--- src/rtl/avalon_bus_arbiter.sv ---
// Two-master / one-slave Avalon-MM arbiter sharing one RAM port between the
// instruction-fetch master (m0) and the load/store data master (m1).
// One transaction per grant; the grant is held through slave waitrequest stalls,
// and every transaction is followed by one idle cycle.
// Default policy: fixed priority, the data port (m1) wins ties.
// Optional macro ARB_ROUND_ROBIN_EN: ties go to the master that did not own
// the last completed transaction.
module avalon_bus_arbiter #(
  parameter int unsigned ADDR_W = 32,
  parameter int unsigned DATA_W = 32,
  parameter int unsigned BE_W   = 4
) (
  input  logic              clk,
  input  logic              reset,
  // Master 0: instruction fetch
  input  logic [ADDR_W-1:0] m0_address,
  input  logic              m0_read,
  input  logic              m0_write,
  input  logic [DATA_W-1:0] m0_writedata,
  input  logic [BE_W-1:0]   m0_byteenable,
  output logic [DATA_W-1:0] m0_readdata,
  output logic              m0_waitrequest,
  // Master 1: load/store data
  input  logic [ADDR_W-1:0] m1_address,
  input  logic              m1_read,
  input  logic              m1_write,
  input  logic [DATA_W-1:0] m1_writedata,
  input  logic [BE_W-1:0]   m1_byteenable,
  output logic [DATA_W-1:0] m1_readdata,
  output logic              m1_waitrequest,
  // Slave: RAM
  output logic [ADDR_W-1:0] s_address,
  output logic              s_read,
  output logic              s_write,
  output logic [DATA_W-1:0] s_writedata,
  output logic [BE_W-1:0]   s_byteenable,
  input  logic [DATA_W-1:0] s_readdata,
  input  logic              s_waitrequest,
  // Status
  output logic [1:0]        grant,
  output logic              busy
);

  typedef enum logic [1:0] {
    StIdle = 2'd0,
    StGnt0 = 2'd1,
    StGnt1 = 2'd2
  } state_t;

  state_t state_q;
  logic   m0_req;
  logic   m1_req;
  logic   pick_m1;

  assign m0_req = m0_read | m0_write;
  assign m1_req = m1_read | m1_write;

`ifdef ARB_ROUND_ROBIN_EN
  // 0 = m0, 1 = m1; only completed transactions update it.
  logic last_owner_q;

  // On a tie m1 wins only when m0 owned the last completed transaction.
  assign pick_m1 = m1_req & (~m0_req | ~last_owner_q);
`else
  assign pick_m1 = m1_req;
`endif

  // Arbitration FSM with registered grant/busy; both completion and abandon
  // return to idle, which provides the inter-transaction bubble.
  always_ff @(posedge clk) begin
    if (reset) begin
      state_q <= StIdle;
      grant   <= 2'b00;
      busy    <= 1'b0;
`ifdef ARB_ROUND_ROBIN_EN
      last_owner_q <= 1'b1;
`endif
    end else begin
      unique case (state_q)
        StIdle: begin
          if (pick_m1) begin
            state_q <= StGnt1;
            grant   <= 2'b10;
            busy    <= 1'b1;
          end else if (m0_req) begin
            state_q <= StGnt0;
            grant   <= 2'b01;
            busy    <= 1'b1;
          end
        end
        StGnt0: begin
          if (!m0_req || !s_waitrequest) begin
            state_q <= StIdle;
            grant   <= 2'b00;
            busy    <= 1'b0;
`ifdef ARB_ROUND_ROBIN_EN
            // Inside this branch m0_req implies a completed access.
            if (m0_req) last_owner_q <= 1'b0;
`endif
          end
        end
        StGnt1: begin
          if (!m1_req || !s_waitrequest) begin
            state_q <= StIdle;
            grant   <= 2'b00;
            busy    <= 1'b0;
`ifdef ARB_ROUND_ROBIN_EN
            if (m1_req) last_owner_q <= 1'b1;
`endif
          end
        end
        default: begin
          state_q <= StIdle;
          grant   <= 2'b00;
          busy    <= 1'b0;
        end
      endcase
    end
  end

  // Slave-side mux and per-master stall; the non-owner is always stalled.
  always_comb begin
    s_address      = '0;
    s_read         = 1'b0;
    s_write        = 1'b0;
    s_writedata    = '0;
    s_byteenable   = '0;
    m0_waitrequest = 1'b1;
    m1_waitrequest = 1'b1;
    unique case (state_q)
      StGnt0: begin
        s_address      = m0_address;
        s_read         = m0_read;
        s_write        = m0_write;
        s_writedata    = m0_writedata;
        s_byteenable   = m0_byteenable;
        m0_waitrequest = s_waitrequest;
      end
      StGnt1: begin
        s_address      = m1_address;
        s_read         = m1_read;
        s_write        = m1_write;
        s_writedata    = m1_writedata;
        s_byteenable   = m1_byteenable;
        m1_waitrequest = s_waitrequest;
      end
      default: ;
    endcase
  end

  // Read data is broadcast; each master qualifies it with its own waitrequest.
  assign m0_readdata = s_readdata;
  assign m1_readdata = s_readdata;

endmodule

--- config.mk ---
export PLATFORM = sky130hd
export DESIGN_NAME = avalon_bus_arbiter
export DESIGN_NICKNAME = d
export VERILOG_FILES = /design/src/rtl/avalon_bus_arbiter.sv
export SDC_FILE = /design/constraint.sdc
export NUM_CORES = 1
export LEC_CHECK = 0
export BUFFER_PORTS_ARGS = -buffer_cell sky130_fd_sc_hd__clkbuf_2
export CAP_MARGIN = 20
export CORE_AREA = 2 2 124 126
export CTS_CLUSTER_DIAMETER = 80
export DETAILED_ROUTE_END_ITERATION = 10
export DIE_AREA = 0 0 126 128
export SLEW_MARGIN = 0
export SYNTH_ARGS = -nofsm -noshare
export SYNTH_HDL_FRONTEND = slang
export SYNTH_SLANG_ARGS = --single-unit
--- constraint.sdc ---
create_clock -name clk -period 1.9 [get_ports clk]
set_clock_uncertainty 0.05 [all_clocks]
set_input_delay 0 -clock clk [delete_from_list [all_inputs] [get_ports clk]]
set_output_delay 0 -clock clk [all_outputs]
set_load 0.02 [all_outputs]
# Word-level counts from Yosys, hierarchy flattened
# Cells that the tools add are included.
# totals
register_bits	3
latchBits	0
ram_bits	0
mem_bits_ro	0
output_inout_bits	139
n_memories	0
# op_classes
addsub	0
mul	0
div_mod_pow	0
order_cmp	0
n_eq_ne	5
n_shift	0
n_mux	17
bitwise_logic	2
n_reduce_logical	7
# ops
op	count
case mux 32 bit (2 select lines)	2
2-to-1 mux 2 bit	4
case mux 4 bit (2 select lines)	1
2-to-1 mux 1 bit	6
case mux 2 bit (3 select lines)	1
inequality test 2 bit (second input constant)	2
case mux 1 bit (2 select lines)	2
logical NOT 1 bit	3
inequality test 3 bit (second input constant)	1
case mux 1 bit (3 select lines)	1
AND reduction 3 bit	1
== test 2 x 1 -> 1 bit (second input constant)	1
== test 2 bit (second input constant)	1
logical NOT 2 bit	1
logical OR 1 bit	2
bitwise OR 1 bit	2

# Depth between registers and ports, before layout
# depth
word_depth	5
mapped_depth	6

# Least setup slack after synthesis
# No wires, ideal clock.
# synth_path
path_type	register to register
start	reg state_q[0]
end	reg state_q[1]
t_arrival_ps	1613
required_time_ps	1729
path_slack_ps	116
path_stages_with_launch	6
synth_period_minus_slack_ps	1784
path_cell_list	dfxtp_1 inv_1 ha_1 or3b_4 o311ai_4 mux2_4
# synth_via
elab_chain_cells	3
# synth_lines
item	line_no	source
start: declaration	50	state_t state_q;
start signal: assignment	72	state_q <= StIdle;
start signal: assignment	82	state_q <= StGnt1;
start signal: assignment	86	state_q <= StGnt0;
== test 2 bit, or another cell as far along	79	unique case (state_q)
inequality test 2 bit (no line) or inequality test 3 bit (tied branches)	-	
AND reduction 3 bit (no line)	-	
# Parallel ways exist; a longest one is shown, timed or not.
# A chain may end at the register's enable or synchronous reset.

# Final worst setup path
# layout_path
start	reg state_q[1]
end	out s_writedata[28]
# layout_via
elab_chain_cells	2
# layout_lines
item	line_no	source
== test 2 bit or == test 2 x 1 -> 1 bit (tied branches)	130	unique case (state_q)
case mux 32 bit (2 select lines) *	130	
end: declaration	35	output logic [DATA_W-1:0] s_writedata,
# Mark *: on every way between the ends. The rest lies on a longest branch, timed or not.

==> flow_summary.html <==
<table>
<tr><th>Metric</th><th>Value</th></tr>
<tr><th colspan="2">Pwr</th></tr>
<tr><td>Pwr per Cell Area</td><td>570.3 nW/µm²</td></tr>
<tr><td>Part of the total power dissipated in the clock network</td><td>19.8%</td></tr>
<tr><td>Combinational share of power</td><td>75.5%</td></tr>
<tr><td>Sw power</td><td>0.0008131 W</td></tr>
<tr><td>Part of the power in registers</td><td>4.7%</td></tr>
<tr><td>Peak supply drop</td><td>0.2759 mV</td></tr>
<tr><td>Lkg Pwr</td><td>1.426 nW</td></tr>
<tr><td>Fraction of power spent switching nets</td><td>47.30%</td></tr>
<tr><td>Internal portion of total power</td><td>0.0009059 W</td></tr>
<tr><th colspan="2">Worst hold path</th></tr>
<tr><td>Hold Path Cell Cnt</td><td>3</td></tr>
<tr><td>Hold-critical path endpoint</td><td>state_q[0]$_SDFFE_PP0P_</td></tr>
<tr><td>Class of the most critical hold timing path</td><td>in2reg</td></tr>
<tr><td>Start point of the worst min-delay path</td><td>reset</td></tr>
<tr><th colspan="2">Critical path</th></tr>
<tr><td>Setup crit start</td><td>state_q[1]$_SDFFE_PP0P_</td></tr>
<tr><td>Critical register-to-register path startpoint</td><td>state_q[1]$_SDFFE_PP0P_</td></tr>
<tr><td>Worst Path Required</td><td>1.85 ns</td></tr>
<tr><td>Arrival time of the worst setup path</td><td>1.77 ns</td></tr>
<tr><td>Slowest library cell on the worst path</td><td>sky130_fd_sc_hd__buf_4</td></tr>
<tr><td>Start-to-end type of the worst setup path</td><td>reg2out</td></tr>
<tr><td>Max incr delay on CP</td><td>0.33 ns</td></tr>
<tr><td>Cell family with the largest share of critical-path delay</td><td>buffers and inverters</td></tr>
<tr><td>Kind of launch point of the worst setup path</td><td>flop</td></tr>
<tr><td>Biggest fanout along the worst timing path</td><td>30</td></tr>
<tr><td>Crit path buffers/inverters</td><td>3</td></tr>
<tr><td>Number of cell instances on the worst register-to-register path</td><td>5</td></tr>
<tr><td>Reg-to-Reg End</td><td>state_q[1]$_SDFFE_PP0P_</td></tr>
<tr><td>Setup slack of the worst register-to-register path</td><td>0.10 ns</td></tr>
<tr><td>Cell breakdown of the critical path</td><td>inv_1, ha_2, buf_4, a22oi_1, nor2b_1, clkbuf_2</td></tr>
<tr><td>Kind of capture point of the worst setup path</td><td>primary output</td></tr>
<tr><th colspan="2">Cells and area</th></tr>
<tr><td>Layout Nets</td><td>601</td></tr>
<tr><td>P&amp;R area growth vs syn</td><td>70.97%</td></tr>
<tr><td>Ratio of cells with drive above 1 in the final layout</td><td>54.98%</td></tr>
<tr><td>Most frequent cells in the layout</td><td>sky130_fd_sc_hd__clkbuf_2 (217), sky130_fd_sc_hd__a22oi_1 (70), sky130_fd_sc_hd__nor2b_1 (70), sky130_fd_sc_hd__dlygate4sd3_1 (32), sky130_fd_sc_hd__nand2b_1 (4)</td></tr>
<tr><td>Ant diodes</td><td>0</td></tr>
<tr><td>Most common library cell in the layout ignoring fill and taps</td><td>sky130_fd_sc_hd__clkbuf_2</td></tr>
<tr><td>Design area</td><td>3014 µm²</td></tr>
<tr><th colspan="2">Logic synthesis</th></tr>
<tr><td>Post-synthesis sequential area ratio</td><td>3.407%</td></tr>
<tr><td>#FFs+latches synth</td><td>3</td></tr>
<tr><td>Most area-consuming cells after synthesis</td><td>sky130_fd_sc_hd__a22oi_1 (30%), sky130_fd_sc_hd__buf_4 (27%), sky130_fd_sc_hd__nor2b_1 (25%), sky130_fd_sc_hd__clkbuf_1 (4.9%), sky130_fd_sc_hd__dfxtp_1 (3.4%)</td></tr>
<tr><td>Number of nets in the synthesized netlist</td><td>428</td></tr>
<tr><td>Count of yosys warnings during synthesis</td><td>0</td></tr>
<tr><td>Post-synthesis cell type with the largest combined area</td><td>sky130_fd_sc_hd__a22oi_1</td></tr>
<tr><td>Cell count after synthesis</td><td>250</td></tr>
<tr><td>Syn avg cell area</td><td>7.052 µm²</td></tr>
<tr><td>Distinct cell type count of the synthesized netlist</td><td>16</td></tr>
<tr><td>Summed instance area of the synthesized netlist</td><td>1763 µm²</td></tr>
<tr><td>Fraction of post-synthesis cell area in the top cell type by area</td><td>29.81%</td></tr>
<tr><th colspan="2">Die</th></tr>
<tr><td>Chip width</td><td>126 µm</td></tr>
<tr><td>Die outline area</td><td>16130 µm²</td></tr>
<tr><td>Chip height</td><td>128 µm</td></tr>
<tr><td>Floorplan Core Area</td><td>14860 µm²</td></tr>
<tr><td>IO Count</td><td>314</td></tr>
<tr><td>Effective utilization at floorplan</td><td>11.86%</td></tr>
<tr><td>Number of core rows</td><td>45</td></tr>
<tr><th colspan="2">Place</th></tr>
<tr><td>Detailed-placement wirelength estimate</td><td>5.899 mm</td></tr>
<tr><td>Number of input and output port buffers inserted</td><td>217</td></tr>
<tr><td>Area of placed instances</td><td>2608 µm²</td></tr>
<tr><td>Final weighted congestion of routability-driven global placement</td><td>0.7168</td></tr>
<tr><th colspan="2">STA</th></tr>
<tr><td>Maximum clock rate</td><td>550.0 MHz</td></tr>
<tr><td>Number of max-slew violations in the final report</td><td>0</td></tr>
<tr><td>Endpoints failing hold</td><td>0</td></tr>
<tr><td>Max-slew headroom at the worst pin</td><td>68.01%</td></tr>
<tr><td>Setup violators final</td><td>0</td></tr>
<tr><td>RSZ-0062 raised after global routing</td><td>false</td></tr>
<tr><td>Transition time at the pin with the least slew margin</td><td>0.4783 ns</td></tr>
<tr><td>Worst hold-check slack</td><td>0.05473 ns</td></tr>
<tr><td>Final Cycle Share</td><td>95.69%</td></tr>
<tr><td>Clock period minus worst slack</td><td>1.818 ns</td></tr>
<tr><td>Post-Route Setup TNS</td><td>0 ns</td></tr>
<tr><th colspan="2">Global route</th></tr>
<tr><td>Total gr overflow</td><td>0</td></tr>
<tr><td>Met3 routing resource usage after global routing</td><td>1.043%</td></tr>
<tr><td>Vias in the first global route</td><td>2172</td></tr>
<tr><td>Gr busiest metal</td><td>met2</td></tr>
<tr><td>GR met2 Demand/Resource</td><td>14.64%</td></tr>
<tr><td>Maximum number of pins on one net before global-route repair</td><td>42</td></tr>
<tr><td>GR Util All Layers</td><td>8.102%</td></tr>
<tr><td>Number of antenna violations at the first check in global routing</td><td>0</td></tr>
<tr><td>First-pass GRT wire length</td><td>10.74 mm</td></tr>
<tr><td>Met1 Resource Use GR</td><td>10.29%</td></tr>
<tr><th colspan="2">Drt</th></tr>
<tr><td>Total length of routed wires</td><td>7.535 mm</td></tr>
<tr><td>Router iterations before antenna repair</td><td>4</td></tr>
<tr><td>Post-detailed-route DRC marker count</td><td>0</td></tr>
<tr><td>Total via count after detailed routing</td><td>2419</td></tr>
<tr><td>DR vias/cell</td><td>3.966</td></tr>
<tr><td>DRT antenna net count</td><td>0</td></tr>
<tr><td>Routed wire per std cell</td><td>12.35 µm</td></tr>
<tr><td>DRC violation total after the first TritonRoute iteration</td><td>120</td></tr>
<tr><th colspan="2">Clock network</th></tr>
<tr><td>Buffers inserted by post-CTS timing repair</td><td>0</td></tr>
<tr><td>Insertion delay of the later-clocked pin in the worst-skew pair</td><td>0.23 ns</td></tr>
<tr><td>Number of clock sinks</td><td>3</td></tr>
<tr><td>CTS clock-pin slew for the worst setup and hold paths</td><td>0.03 ns</td></tr>
<tr><td>CTS tree</td><td>yes</td></tr>
<tr><td>Maximum clock insertion buffer count</td><td>2</td></tr>
<tr><td>Buffer type at the clock tree root</td><td>sky130_fd_sc_hd__clkbuf_16</td></tr>
<tr><td>Number of CTS-inserted buffers</td><td>3</td></tr>
<tr><td>H-tree lvl count</td><td>1</td></tr>
<tr><th colspan="2">Run</th></tr>
<tr><td>Max-capacitance violation count</td><td>0</td></tr>
<tr><th colspan="2">Outcome</th></tr>
<tr><td>Result of the run</td><td>complete, no violations</td></tr>
</table>
## cell families (layout without fill, tap and decap cells)
group | after synthesis | in the layout | share of synthesized area [%]
buffers and inverters | 89 | 261 | 32.58
and+or+nand+nor | 78 | 78 | 27.54
AOI/OAI and AO/OA | 75 | 75 | 32.93
adders and majority gates | 3 | 3 | 2.129
DFF | 3 | 3 | 3.407
muxes | 2 | 2 | 1.419
## how the worst max path moves through the flow
| stage | endpoint | slack (ns) | cells past startpoint |
|---|---|---|---|
| after detailed placement | state_q[1]$_SDFFE_PP0P_ | 0.10 | 5 |
| after global placement | state_q[1]$_SDFFE_PP0P_ | 0.14 | 5 |
| after CTS | s_address[31] | 0.08 | 6 |
| after global routing | s_writedata[21] | 0.002 | 6 |
| after floorplan | state_q[1]$_SDFFE_PP0P_ | 0.12 | 5 |
| final | s_writedata[28] | 0.08 | 6 |
## stage by stage
| step | total power, W | cells | util (%) | worst slack [ns] |
|---|---|---|---|---|
| 6_report | 0.001719 | 610 | 20.28 | 0.08185 |
| 5_1_grt | 0.001840 | 610 | 20.28 | 0.001984 |
| 4_1_cts | 0.001722 | 610 | 20.23 | 0.07592 |
| 3_5_place_dp | 0.001210 | 574 | 17.54 | 0.1045 |
| 3_3_place_gp | 0.001207 | 574 | 17.54 | 0.1361 |
| 2_1_floorplan | 0.0009688 | 250 | - | 0.1159 |
## cell usage after synthesis, drive strengths merged
library cell and instances:
mux2i 1, ha 3, nand2b 4, inv 2, a31o 1, a21oi 1
nor2b 70, nor2 3, mux2 1, a22oi 70, clkbuf 23, o211ai 2
dfxtp 3, buf 64, or3b 1, o311ai 1
## state kept, by name, summed over array words and instances (netlist names)
name     count
busy         1
state_q      2
## layer usage
metal	vias to the layer above	wire, µm
met5	-	0
met4	0	59
met3	10	660
met2	175	3838
met1	1074	2976
li1	1160	-
## what timing repair did
| item | CTS | global route |
|---|---|---|
| setup endpoints to repair | 0 | 2 |
| hold buffers | 32 | 0 |
| endpoints found under the hold margin | 64 | 0 |
| resized for setup | 0 | 2 |
## layout make-up
type	instances	area, µm²
Timing Repair Buffer	255	1496
Inverter	2	7.507
Multi-Input combinational cell	158	1136
Tap cell	188	235.2
Fill cell	1723	11850
Clock buffer	4	78.83
Sequential cell	3	60.06
## tightest hold or removal path: stages
cell and delay (ns):
sky130_fd_sc_hd__clkbuf_2 0.12, sky130_fd_sc_hd__a31o_1 0.12, sky130_fd_sc_hd__a21oi_1 0.04
## power groups by stage
stage	Combinational (W)	Sequential [W]	Clock, W
floorplan	0.000875	0.0000938	0
global placement	0.00113	0.0000812	0
detailed placement	0.00113	0.0000822	0
CTS	0.00129	0.0000815	0.000347
global route	0.00141	0.0000835	0.000352
finish	0.00130	0.0000813	0.000340
Power figures use the tool's default switching activity.
